## src/rtl/mem_align_unit_pkg.sv

```systemverilog
// rtl/mem_align_unit_pkg.sv - opcode, FSM state and lane definitions for the load/store align unit
package mem_align_unit_pkg;

    localparam logic [5:0] OP_LB  = 6'b100000;
    localparam logic [5:0] OP_LH  = 6'b100001;
    localparam logic [5:0] OP_LW  = 6'b100011;
    localparam logic [5:0] OP_LBU = 6'b100100;
    localparam logic [5:0] OP_LHU = 6'b100101;
    localparam logic [5:0] OP_SB  = 6'b101000;
    localparam logic [5:0] OP_SH  = 6'b101001;
    localparam logic [5:0] OP_SW  = 6'b101011;

    localparam int LANE_W = 8;
    localparam int HALF_W = 16;
    localparam int WORD_W = 32;
    localparam int LANES  = 4;

    typedef enum logic [1:0] {
        ST_IDLE = 2'd0,
        ST_REQ  = 2'd1,
        ST_WAIT = 2'd2,
        ST_DONE = 2'd3
    } state_e;

    typedef enum logic [1:0] {
        SZ_NONE = 2'd0,
        SZ_BYTE = 2'd1,
        SZ_HALF = 2'd2,
        SZ_WORD = 2'd3
    } size_e;

    // SZ_NONE marks any opcode that is not a load/store
    function automatic size_e op_size(input logic [5:0] op);
        case (op)
            OP_LB, OP_LBU, OP_SB: return SZ_BYTE;
            OP_LH, OP_LHU, OP_SH: return SZ_HALF;
            OP_LW, OP_SW:         return SZ_WORD;
            default:              return SZ_NONE;
        endcase
    endfunction

    function automatic logic op_signed(input logic [5:0] op);
        return (op == OP_LB) || (op == OP_LH);
    endfunction

    function automatic logic op_store(input logic [5:0] op);
        return (op == OP_SB) || (op == OP_SH) || (op == OP_SW);
    endfunction

    function automatic logic [LANES-1:0] lane_be(input size_e sz, input logic [1:0] off);
        case (sz)
            SZ_BYTE: return 4'b0001 << off;
            SZ_HALF: return off[1] ? 4'b1100 : 4'b0011;
            SZ_WORD: return 4'b1111;
            default: return 4'b0000;
        endcase
    endfunction

    // Narrow stores replicate the source across every lane; byte enables pick the live one
    function automatic logic [WORD_W-1:0] store_lanes(input size_e sz, input logic [WORD_W-1:0] src);
        case (sz)
            SZ_BYTE: return {LANES{src[LANE_W-1:0]}};
            SZ_HALF: return {2{src[HALF_W-1:0]}};
            default: return src;
        endcase
    endfunction

endpackage

```

## src/rtl/mem_align_unit_load_extract.sv

```systemverilog
// rtl/mem_align_unit_load_extract.sv - lane select and sign/zero extension of load data
module load_extract
    import mem_align_unit_pkg::*;
(
    input  logic [5:0]        opcode,
    input  logic [1:0]        offset,
    input  logic [WORD_W-1:0] rdata,
    output logic [WORD_W-1:0] data
);

    logic [LANE_W-1:0] lane_b;
    logic [HALF_W-1:0] lane_h;
    logic              sgn;

    always_comb begin
        lane_b = rdata[{offset, 3'b000} +: LANE_W];
        lane_h = rdata[{offset[1], 4'b0000} +: HALF_W];
        sgn    = op_signed(opcode);
        data   = rdata;
        case (op_size(opcode))
            SZ_BYTE: data = {{(WORD_W-LANE_W){sgn & lane_b[LANE_W-1]}}, lane_b};
            SZ_HALF: data = {{(WORD_W-HALF_W){sgn & lane_h[HALF_W-1]}}, lane_h};
            default: data = rdata;
        endcase
    end

endmodule

```

## src/rtl/mem_align_unit.sv

```systemverilog
// rtl/mem_align_unit.sv - MEM-stage load/store alignment and data-memory handshake
module mem_align_unit
    import mem_align_unit_pkg::*;
#(
    parameter int ADDR_W = 32
) (
    input  logic              clk,
    input  logic              rst,
    input  logic              req_valid,
    input  logic [5:0]        OpCode,
    input  logic [ADDR_W-1:0] addr,
    input  logic [31:0]       wdata,
    output logic              stall,
    output logic [31:0]       load_data,
    output logic              load_valid,
    output logic              addr_err,
    output logic              mem_req,
    output logic              mem_we,
    output logic [3:0]        mem_be,
    output logic [ADDR_W-1:0] mem_addr,
    output logic [31:0]       mem_wdata,
    input  logic              mem_gnt,
    input  logic              mem_rvalid,
    input  logic [31:0]       mem_rdata
);

    state_e            state_q, state_d;
    logic [5:0]        op_q, op_d;
    logic [ADDR_W-1:0] addr_q, addr_d;
    logic [31:0]       wdata_q, wdata_d;
    logic [3:0]        be_q, be_d;
    logic [31:0]       load_data_q, load_data_d;
    logic [31:0]       extract_data;
    size_e             req_size;
    logic              misaligned;
    logic              mem_op;

    assign req_size   = op_size(OpCode);
    assign mem_op     = req_valid && (req_size != SZ_NONE) && !rst;
    assign misaligned = ((req_size == SZ_HALF) && addr[0]) ||
                        ((req_size == SZ_WORD) && (addr[1:0] != 2'b00));

    load_extract u_extract (
        .opcode (op_q),
        .offset (addr_q[1:0]),
        .rdata  (mem_rdata),
        .data   (extract_data)
    );

    always_comb begin
        state_d     = state_q;
        op_d        = op_q;
        addr_d      = addr_q;
        wdata_d     = wdata_q;
        be_d        = be_q;
        load_data_d = load_data_q;
        stall       = 1'b0;
        addr_err    = 1'b0;
        mem_req     = 1'b0;
        mem_we      = 1'b0;
        load_valid  = 1'b0;
        case (state_q)
            ST_IDLE: begin
                if (mem_op) begin
                    if (misaligned) begin
                        addr_err = 1'b1;
                    end else begin
                        stall   = 1'b1;
                        op_d    = OpCode;
                        addr_d  = addr;
                        wdata_d = store_lanes(req_size, wdata);
                        be_d    = lane_be(req_size, addr[1:0]);
                        state_d = ST_REQ;
                    end
                end
            end
            ST_REQ: begin
                stall   = 1'b1;
                mem_req = 1'b1;
                mem_we  = op_store(op_q);
                if (mem_gnt) begin
                    state_d = op_store(op_q) ? ST_DONE : ST_WAIT;
                end
            end
            ST_WAIT: begin
                stall = 1'b1;
                if (mem_rvalid) begin
                    load_data_d = extract_data;
                    state_d     = ST_DONE;
                end
            end
            ST_DONE: begin
                load_valid = !op_store(op_q);
                state_d    = ST_IDLE;
            end
            default: state_d = ST_IDLE;
        endcase
    end

    always_ff @(posedge clk or posedge rst) begin
        if (rst) begin
            state_q     <= ST_IDLE;
            op_q        <= '0;
            addr_q      <= '0;
            wdata_q     <= '0;
            be_q        <= '0;
            load_data_q <= '0;
        end else begin
            state_q     <= state_d;
            op_q        <= op_d;
            addr_q      <= addr_d;
            wdata_q     <= wdata_d;
            be_q        <= be_d;
            load_data_q <= load_data_d;
        end
    end

    assign mem_be    = (state_q == ST_REQ) ? be_q : 4'b0000;
    assign mem_addr  = {addr_q[ADDR_W-1:2], 2'b00};
    assign mem_wdata = wdata_q;
    assign load_data = load_data_q;

endmodule

```

## config.mk

```make
export PLATFORM = sky130hd
export DESIGN_NAME = mem_align_unit
export DESIGN_NICKNAME = d
export VERILOG_FILES = /design/src/rtl/mem_align_unit_pkg.sv /design/src/rtl/mem_align_unit_load_extract.sv /design/src/rtl/mem_align_unit.sv
export SDC_FILE = /design/constraint.sdc
export NUM_CORES = 1
export LEC_CHECK = 0
export ABC_AREA = 1
export CORE_AREA = 2 2 126 128
export CTS_CLUSTER_DIAMETER = 120
export DETAILED_ROUTE_END_ITERATION = 7
export DIE_AREA = 0 0 128 130
export GPL_TIMING_DRIVEN = 0
export PLACE_DENSITY_LB_ADDON = 0.08
export SKIP_CTS_REPAIR_TIMING = 1
export SLEW_MARGIN = 5
export SYNTH_ARGS = -nofsm -noshare
export SYNTH_HDL_FRONTEND = slang
export SYNTH_HIERARCHICAL = 1
export SYNTH_SLANG_ARGS = --single-unit
export TNS_END_PERCENT = 30
```

## constraint.sdc

```tcl
create_clock -name clk -period 5.16 [get_ports clk]
set_input_delay 1.548 -clock clk [delete_from_list [all_inputs] [get_ports clk]]
set_output_delay 1.548 -clock clk [all_outputs]
set_load 0.01 [all_outputs]
```

# ---- After elaboration in Yosys (flattened, before gate mapping)
# Index checks and enable logic that the tools add are counted.
dict set report word_totals {
  register_bits 108
  input_bits 107
  out_inout_bits 105
  elab_cells 85
}
dict set report classes {
  n_eq_ne 28
  n_shift 3
  n_mux 22
  bitwise_logic 3
  reduce_logical 23
}
# op n
set op_table {}
lappend op_table {{case mux 32 bit (2 select lines)} 2}
lappend op_table {{equality test 6 bit, second input constant} 16}
lappend op_table {{variable part select 32 x 6 -> 16 bit} 1}
lappend op_table {{variable part select 32 x 6 -> 8 bit} 1}
lappend op_table {{case mux 2 bit (3 select lines)} 2}
lappend op_table {{case mux 4 bit (3 select lines)} 1}
lappend op_table {{OR reduction 3 bit} 4}
lappend op_table {{equality test 2 bit, second input constant} 5}
lappend op_table {{2-to-1 mux 1 bit} 9}
lappend op_table {{2-to-1 mux 2 bit} 4}
lappend op_table {{2-to-1 mux 4 bit} 2}
lappend op_table {{inequality test 2 bit, second input constant} 4}
lappend op_table {{case mux 2 bit (4 select lines)} 1}
lappend op_table {{equality test 2 x 1 -> 1 bit, second input constant} 3}
lappend op_table {{OR reduction 2 bit} 3}
lappend op_table {{logical AND 1 bit} 4}
lappend op_table {{logical OR 1 bit} 4}
lappend op_table {{AND reduction 4 bit} 1}
lappend op_table {{nonzero test 2 bit} 2}
lappend op_table {{left shift 1 x 2 -> 4 bit, first input constant} 1}
lappend op_table {{AND reduction 3 bit} 1}
lappend op_table {{AND 1 bit} 2}
lappend op_table {{zero test 1 bit} 2}
lappend op_table {{zero test 2 bit} 1}
lappend op_table {{3 further kinds} 3}

# ---- Longest topological paths before layout
# Gate-level depths: netlist (run 1).
dict set report depth {
  ltp_word 9
  mapped_depth 15
  depth_no_buf 14
}

# ---- Cells and area by module
# Netlist (run 1), hierarchy kept.
# mod instances cells_each area_each_um2 seq_area_each_um2
set modules_own_cells {}
lappend modules_own_cells {mem_align_unit 1 578 5028.6 2702.6}
lappend modules_own_cells {load_extract 1 198 949.7 0.0}

# ---- Worst setup path after synthesis (run 1)
# OpenSTA, ideal clock, no wires.
dict set report synth_path {
  kind {in2out}
  start {input OpCode[5]}
  end {output stall}
  arrival_ns 3.275
  required_time_ns 3.612
  path_slack_ns 0.337
  cell_stages 14
  n_path_buf 1
  path_cell_list {inv_1 nor2_1 o211ai_1 o21ai_0 inv_1 ha_1 inv_2 nand2_1 nor2_1 nand2_1 nor2_4 inv_2 buf_2 a21oi_1}
}
dict set report synth_via {
  elab_chain_cells 9
  elab_cells_between_ends 23
  classes_between {eq/ne (10); mux (4); reduce/logical (9)}
}
# element line_no
set synth_lines {}
lappend synth_lines {{start, declared} mem_align_unit.sv:10} ;# input logic [5:0] OpCode,
lappend synth_lines {{equality test 6 bit} mem_align_unit_pkg.sv:34} ;# case (op)
lappend synth_lines {{OR reduction 3 bit / OR reduction 2 bit (equally long branches)} mem_align_unit_pkg.sv:34}
lappend synth_lines {{case mux 2 bit (3 select lines) *} mem_align_unit_pkg.sv:34}
lappend synth_lines {{equality test 2 bit, on equally long branches} {mem_align_unit.sv:40, mem_align_unit.sv:41}}
lappend synth_lines {{logical AND 1 bit, on equally long branches} {mem_align_unit.sv:40, mem_align_unit.sv:41}}
lappend synth_lines {{logical OR 1 bit} mem_align_unit.sv:40} ;# assign misaligned = ((req_size == SZ_HALF) && addr[0]) ||
lappend synth_lines {{2-to-1 mux 1 bit} mem_align_unit.sv:65} ;# if (misaligned) begin
lappend synth_lines {{2-to-1 mux 1 bit *} mem_align_unit.sv:64} ;# if (mem_op) begin
lappend synth_lines {{case mux 1 bit (2 select lines) *} mem_align_unit.sv:62} ;# case (state_q)
lappend synth_lines {{end, declared} mem_align_unit.sv:13} ;# output logic stall,
# Every way passes the cells marked *; elsewhere a longest branch is shown, timed or not.

# ---- Worst setup path after layout (run 1)
# Ends and elaborated chain as after synthesis.

==> results of run 1 <==
power breakdown:
group | switching (mW) | total, mW | internal, mW
Clock | 0.333 | 0.679 | 0.346
Sequential | 0.201 | 1.39 | 1.19
Combinational | 0.912 | 2.02 | 1.11
cell usage after synthesis (2+ instances only):
cell type / instances / area [sq um]
a21boi_1: 6 / 45.0
a21oi_1: 14 / 70.1
buf_2: 19 / 95.1
buf_4: 35 / 263
buf_6: 4 / 45.0
clkbuf_1: 5 / 18.8
dfrtp_1: 108 / 2700
ha_1: 11 / 138
inv_1: 69 / 259
inv_2: 5 / 18.8
mux2_2: 32 / 360
nand2_1: 329 / 1230
nand2_2: 5 / 31.3
nand3_1: 23 / 115
nand4_1: 3 / 18.8
nor2_1: 38 / 143
o211ai_1: 3 / 22.5
o21ai_0: 42 / 210
o21ai_1: 7 / 35.0
o21ai_2: 5 / 43.8
or2_2: 2 / 12.5
worst min path at each step:
stage | from | to | slack, ns | depth (start not counted)
2_1_floorplan | be_q[0] | be_q[0] | 0.44 | 2
3_3_place_gp | mem_wdata[14] | mem_wdata[14] | 0.45 | 2
3_5_place_dp | mem_wdata[13] | mem_wdata[13] | 0.46 | 2
4_1_cts | mem_wdata[7] | mem_wdata[7] | 0.48 | 2
5_1_grt | addr_q[31] | addr_q[31] | 0.49 | 2
6_report | addr_q[27] | addr_q[27] | 0.47 | 2
layer usage:
metal,part of all wire [%],GRT usage (%)
met5,0,0
met3,7.7,5.21
met2,48,34.1
met1,43,25.7
met4,1.3,6.08
stage by stage:
step           instances  total power [mW]  setup TNS [ns]  hold slack, ns
2_1_floorplan        777              2.46               0           0.442
3_3_place_gp        1178              3.42         -121.99           0.452
5_1_grt             1200              4.39          -0.367           0.493
6_report            1200              4.09          -0.146           0.472
4_1_cts             1195              4.14           -1.60           0.476
3_5_place_dp        1179              3.44           -1.57           0.457
cell families after synthesis:
group | synth area share [%]
AOI/OAI and AO/OA | 7.51
muxes | 6.03
other | 0.0627
buffers and inverters | 11.8
adders and majority gates | 2.30
DFF | 45.2
and+or+nand+nor | 27.1
worst max-delay path, delay by kind of cell:
family / cells / cell delay [ns]
AND/OR/NAND/NOR: 6 / 0.62
adder cells (fa/ha/maj): 1 / 0.23
buffers and inverters: 5 / 0.84
AO/OA/AOI/OAI: 3 / 0.50
sequential cells by signal (all words and copies together), names as in the netlist:
name,cells
op_q,6
state_q,2
mem_wdata,32
addr_q,32
be_q,4
load_data,32
layout make-up:
| cell class | count | area, sq um |
|---|---|---|
| inverters | 75 | 292 |
| fillers | 1526 | 6730 |
| clock inverters | 6 | 45.0 |
| well taps | 192 | 240 |
| repair buffers | 216 | 2160 |
| plain buffers | 62 | 417 |
| clock buffers | 10 | 239 |
| multi-input cells | 531 | 2600 |
| flip-flops and latches | 108 | 2700 |
==> results.sh, run 1 <==
export IMPL_final_common_cell="nand2_1"
export IMPL_yosys_most_used_dff="dfrtp_1"
export IMPL_worstSetupStartpoint="OpCode[5]"
export IMPL_r2r_start="op_q[5]"
export IMPL_period_share_pct=103
export IMPL_final_cell_mix="nand2_1, clkdlybuf4s50_1, dfrtp_1"
export IMPL_grt_use_total_pct=20.2
export IMPL_ys_ff_latch=108
export IMPL_arrival_ns=3.76
export IMPL_via_per_inst=4.60
export IMPL_drt_pass1_iter_count=8
export IMPL_ir_worst_vdd_mv=0.197
export IMPL_endpoint_kind="output pin"
export IMPL_antenna_found_initial=0
export IMPL_placementRows=46
export IMPL_syn_cell_area_sq_um=5980
export IMPL_final_cell_area_sq_um=8690
export IMPL_io_buffers=209
export IMPL_yosysSeqAreaShare_pct=45.2
export IMPL_core_area_sq_um=15400
export IMPL_syn_inst=776
export IMPL_finalHoldViolations=0
export IMPL_violations="setup timing"
export IMPL_grt_overflow=0
export IMPL_min_period_ns=5.31
export IMPL_ant_nets=0
export IMPL_crit_end="stall"
export IMPL_fp_dieW_um=128
export IMPL_hp_class="reg2reg"
export IMPL_vias=5520
export IMPL_rrSetupSlack_ns=2.58
export IMPL_critPathLaunchType="primary input"
export IMPL_crit_top_cell="nand2_1"
export IMPL_synth_async_reset_ratio_pct=100
export IMPL_clk_path_buf_depth=2
export IMPL_reg2regPathDepth=11
export IMPL_final_core_utilization_pct=56.4
export IMPL_cts_sinks=108
export IMPL_required_ns=3.61
export IMPL_dp_slack_ns=-1.17
export IMPL_num_io_pins=212
export IMPL_grt_max_degree=87
export IMPL_drtIter0Drc=291
export IMPL_syn_to_final_growth_pct=45.4
export IMPL_worst_slack_ns=-0.146
export IMPL_insertion_delay_ns=0.35
export IMPL_dpl_cell_area_sq_um=8350
export IMPL_nNetsFinal=1121
export IMPL_grt_pass1_vias=5194
export IMPL_routed_wl_um=16700
export IMPL_cts_tree="yes"
export IMPL_reg2reg_to="load_data[30]"
export IMPL_finalClockSkew_ns=0.00703
export IMPL_pwr_density_cell_nw_per_um2=470
export IMPL_rsz0062_at_grt="true"
export IMPL_crit_type="in2out"
export IMPL_slowest_delay_ns=0.45
export IMPL_drv_slew=0
export IMPL_cts_buffers=9
export IMPL_syn_area_per_cell_sq_um=7.70
export IMPL_maxCapViolCount=0
export IMPL_cp_slowest_cell="clkdlybuf4s50_1"
export IMPL_outcome="finished, violations left"
export IMPL_globalplace_congestion=0.878
export IMPL_layout_drive_gt1_share_pct=14.3
export IMPL_dp_hpwl_um=13000
export IMPL_leakage_nw=4.43
export IMPL_wl_per_cell_um=13.9
export IMPL_critPathMaxFanout=5
export IMPL_dieArea_sq_um=16600
export IMPL_yosysWarnings=6
export IMPL_root_buffer="clkbuf_16"
export IMPL_netlist_cell_type_count=32
export IMPL_cts_max_level=3
export IMPL_synth_edff_count=0
export IMPL_n_antenna_cell=0
export IMPL_grt_pass1_wl_um=26300
export IMPL_clk_pin_slew_ns=0.07
export IMPL_initial_core_util_pct=38.8
export IMPL_timing_fmax_ghz=0.188
export IMPL_path_cells="clkdlybuf4s50_1 -> inv_1 -> nor2_2 -> o211ai_1 -> o21ai_2 -> inv_1 -> ha_2 -> nand2_1 -> nand2_1 -> nand2_1 -> nand2_2 -> nor2_4 -> clkinv_4 -> a21oi_1 -> clkbuf_2"
export IMPL_setup_violations=1
export IMPL_drc=0
export IMPL_die_h_um=130
Note: power is estimated with default switching activity, not from simulation.
==> run 2, diff against run 1 <==
==> constraint.sdc (replaced) <==
create_clock -name clk -period 4.35 [get_ports clk]
set_input_delay 1.305 -clock clk [delete_from_list [all_inputs] [get_ports clk]]
set_output_delay 1.305 -clock clk [all_outputs]
set_load 0.01 [all_outputs]
==> results.sh, run 2 (synthesis gave the netlist of run 1 again) <==
export IMPL_outcome="finished, violations left"
export IMPL_violations="setup timing"
export IMPL_final_cell_mix="nand2_1, clkdlybuf4s50_1, dfrtp_1"
export IMPL_finalClockSkew_ns=0.00745
export IMPL_via_per_inst=4.63
export IMPL_r2r_start="op_q[4]"
export IMPL_nNetsFinal=1132
export IMPL_required_ns=3.04
export IMPL_syn_to_final_growth_pct=47.9
export IMPL_clk_path_buf_depth=2
export IMPL_antenna_found_initial=0
export IMPL_layout_drive_gt1_share_pct=16.7
export IMPL_clk_pin_slew_ns=0.08
export IMPL_ant_nets=0
export IMPL_drv_slew=0
export IMPL_num_io_pins=212
export IMPL_rsz0062_at_grt="true"
export IMPL_grt_overflow=0
export IMPL_dp_slack_ns=-1.49
export IMPL_min_period_ns=4.44
export IMPL_wl_per_cell_um=14.0
export IMPL_arrival_ns=3.14
export IMPL_setup_violations=1
export IMPL_reg2reg_to="load_data[30]"
export IMPL_leakage_nw=4.51
export IMPL_slowest_delay_ns=0.28
export IMPL_vias=5601
export IMPL_pwr_density_cell_nw_per_um2=550
export IMPL_crit_end="stall"
export IMPL_crit_top_cell="nor2_4"
export IMPL_dieArea_sq_um=16600
export IMPL_drt_pass1_iter_count=5
export IMPL_endpoint_kind="output pin"
export IMPL_finalNonFillerCells=1211
export IMPL_core_area_sq_um=15400
export IMPL_fp_dieW_um=128
export IMPL_rrSetupSlack_ns=1.78
export IMPL_grt_use_total_pct=20.2
export IMPL_finalHoldViolations=0
export IMPL_worstSetupStartpoint="OpCode[5]"
export IMPL_ir_worst_vdd_mv=0.233
export IMPL_grt_pass1_wl_um=26300
export IMPL_dpl_cell_area_sq_um=8350
export IMPL_grt_pass1_vias=5194
export IMPL_drc=0
export IMPL_cts_max_level=3
export IMPL_placementRows=46
export IMPL_cts_buffers=9
export IMPL_routed_wl_um=17000
export IMPL_io_buffers=209
export IMPL_crit_type="in2out"
export IMPL_insertion_delay_ns=0.35
export IMPL_cts_tree="yes"
export IMPL_dp_cells=1179
export IMPL_dp_hpwl_um=13000
export IMPL_reg2regPathDepth=10
export IMPL_critPathMaxFanout=5
export IMPL_final_common_cell="nand2_1"
export IMPL_cp_slowest_cell="o21ai_4"
export IMPL_final_cell_area_sq_um=8840
export IMPL_tns_ns=-0.0907
export IMPL_period_share_pct=102
export IMPL_initial_core_util_pct=38.8
export IMPL_hp_class="reg2reg"
export IMPL_globalplace_congestion=0.878
export IMPL_grt_max_degree=87
export IMPL_timing_fmax_ghz=0.225
export IMPL_worst_slack_ns=-0.0907
export IMPL_n_antenna_cell=0
export IMPL_path_cells="buf_6 -> inv_4 -> nor2_4 -> o211ai_1 -> o21ai_4 -> inv_2 -> ha_4 -> inv_4 -> nand2_4 -> nor2_4 -> nand2_2 -> nor2_4 -> clkinv_4 -> a21oi_2 -> buf_2"
export IMPL_power_mw=4.86
export IMPL_critPathLaunchType="primary input"
export IMPL_root_buffer="clkbuf_16"
export IMPL_maxCapViolCount=0
export IMPL_cts_sinks=108
export IMPL_die_h_um=130
export IMPL_drtIter0Drc=293
[run 2: worst min-delay path by stage]
stage                        startpoint             to  cells past startpoint
after detailed placement  mem_wdata[13]  mem_wdata[13]                      2
after global placement    mem_wdata[14]  mem_wdata[14]                      2
after global routing         addr_q[31]     addr_q[31]                      2
after floorplan                 be_q[0]        be_q[0]                      2
final                     mem_wdata[13]  mem_wdata[13]                      2
after CTS                  mem_wdata[7]   mem_wdata[7]                      2
[run 2: power breakdown]
| part | internal [mW] | total [mW] | switching (mW) | leakage (nW) |
|---|---|---|---|---|
| Combinational | 1.32 | 2.41 | 1.09 | 2.99 |
| Clock | 0.410 | 0.808 | 0.398 | 0.144 |
| Sequential | 1.41 | 1.64 | 0.238 | 1.38 |
| Total | 3.14 | 4.86 | 1.72 | 4.51 |
[run 2: routing by layer]
metal	part of all wire, %	global-route usage (%)	vias up
met4	1.3	6.08	0
met5	0	0	-
met3	7.4	5.21	16
met1	43	25.7	2572
li1	-	-	2854
met2	49	34.1	159
[run 2: critical path: cells and delay by family]
family                     cells  cell delay, ns
and+or+nand+nor                5            0.54
AOI/OAI and AO/OA              3            0.61
buffers and inverters          6            0.50
adders and majority gates      1            0.17
[run 2: area by class of cell]
cell class	count	area [sq um]
plain buffers	62	417
clock buffers	10	239
clock inverters	6	45.0
fillers	1509	6580
inverters	75	297
multi-input cells	531	2660
flip-flops and latches	108	2700
well taps	192	240
repair buffers	227	2240
[run 2: metrics by stage]
step                hold WS, ns  util, %
floorplan                 0.442        -
CTS                       0.476     56.0
detailed placement        0.457     54.1
global placement          0.452     53.9
global route              0.493     57.3
finish                    0.472     57.3
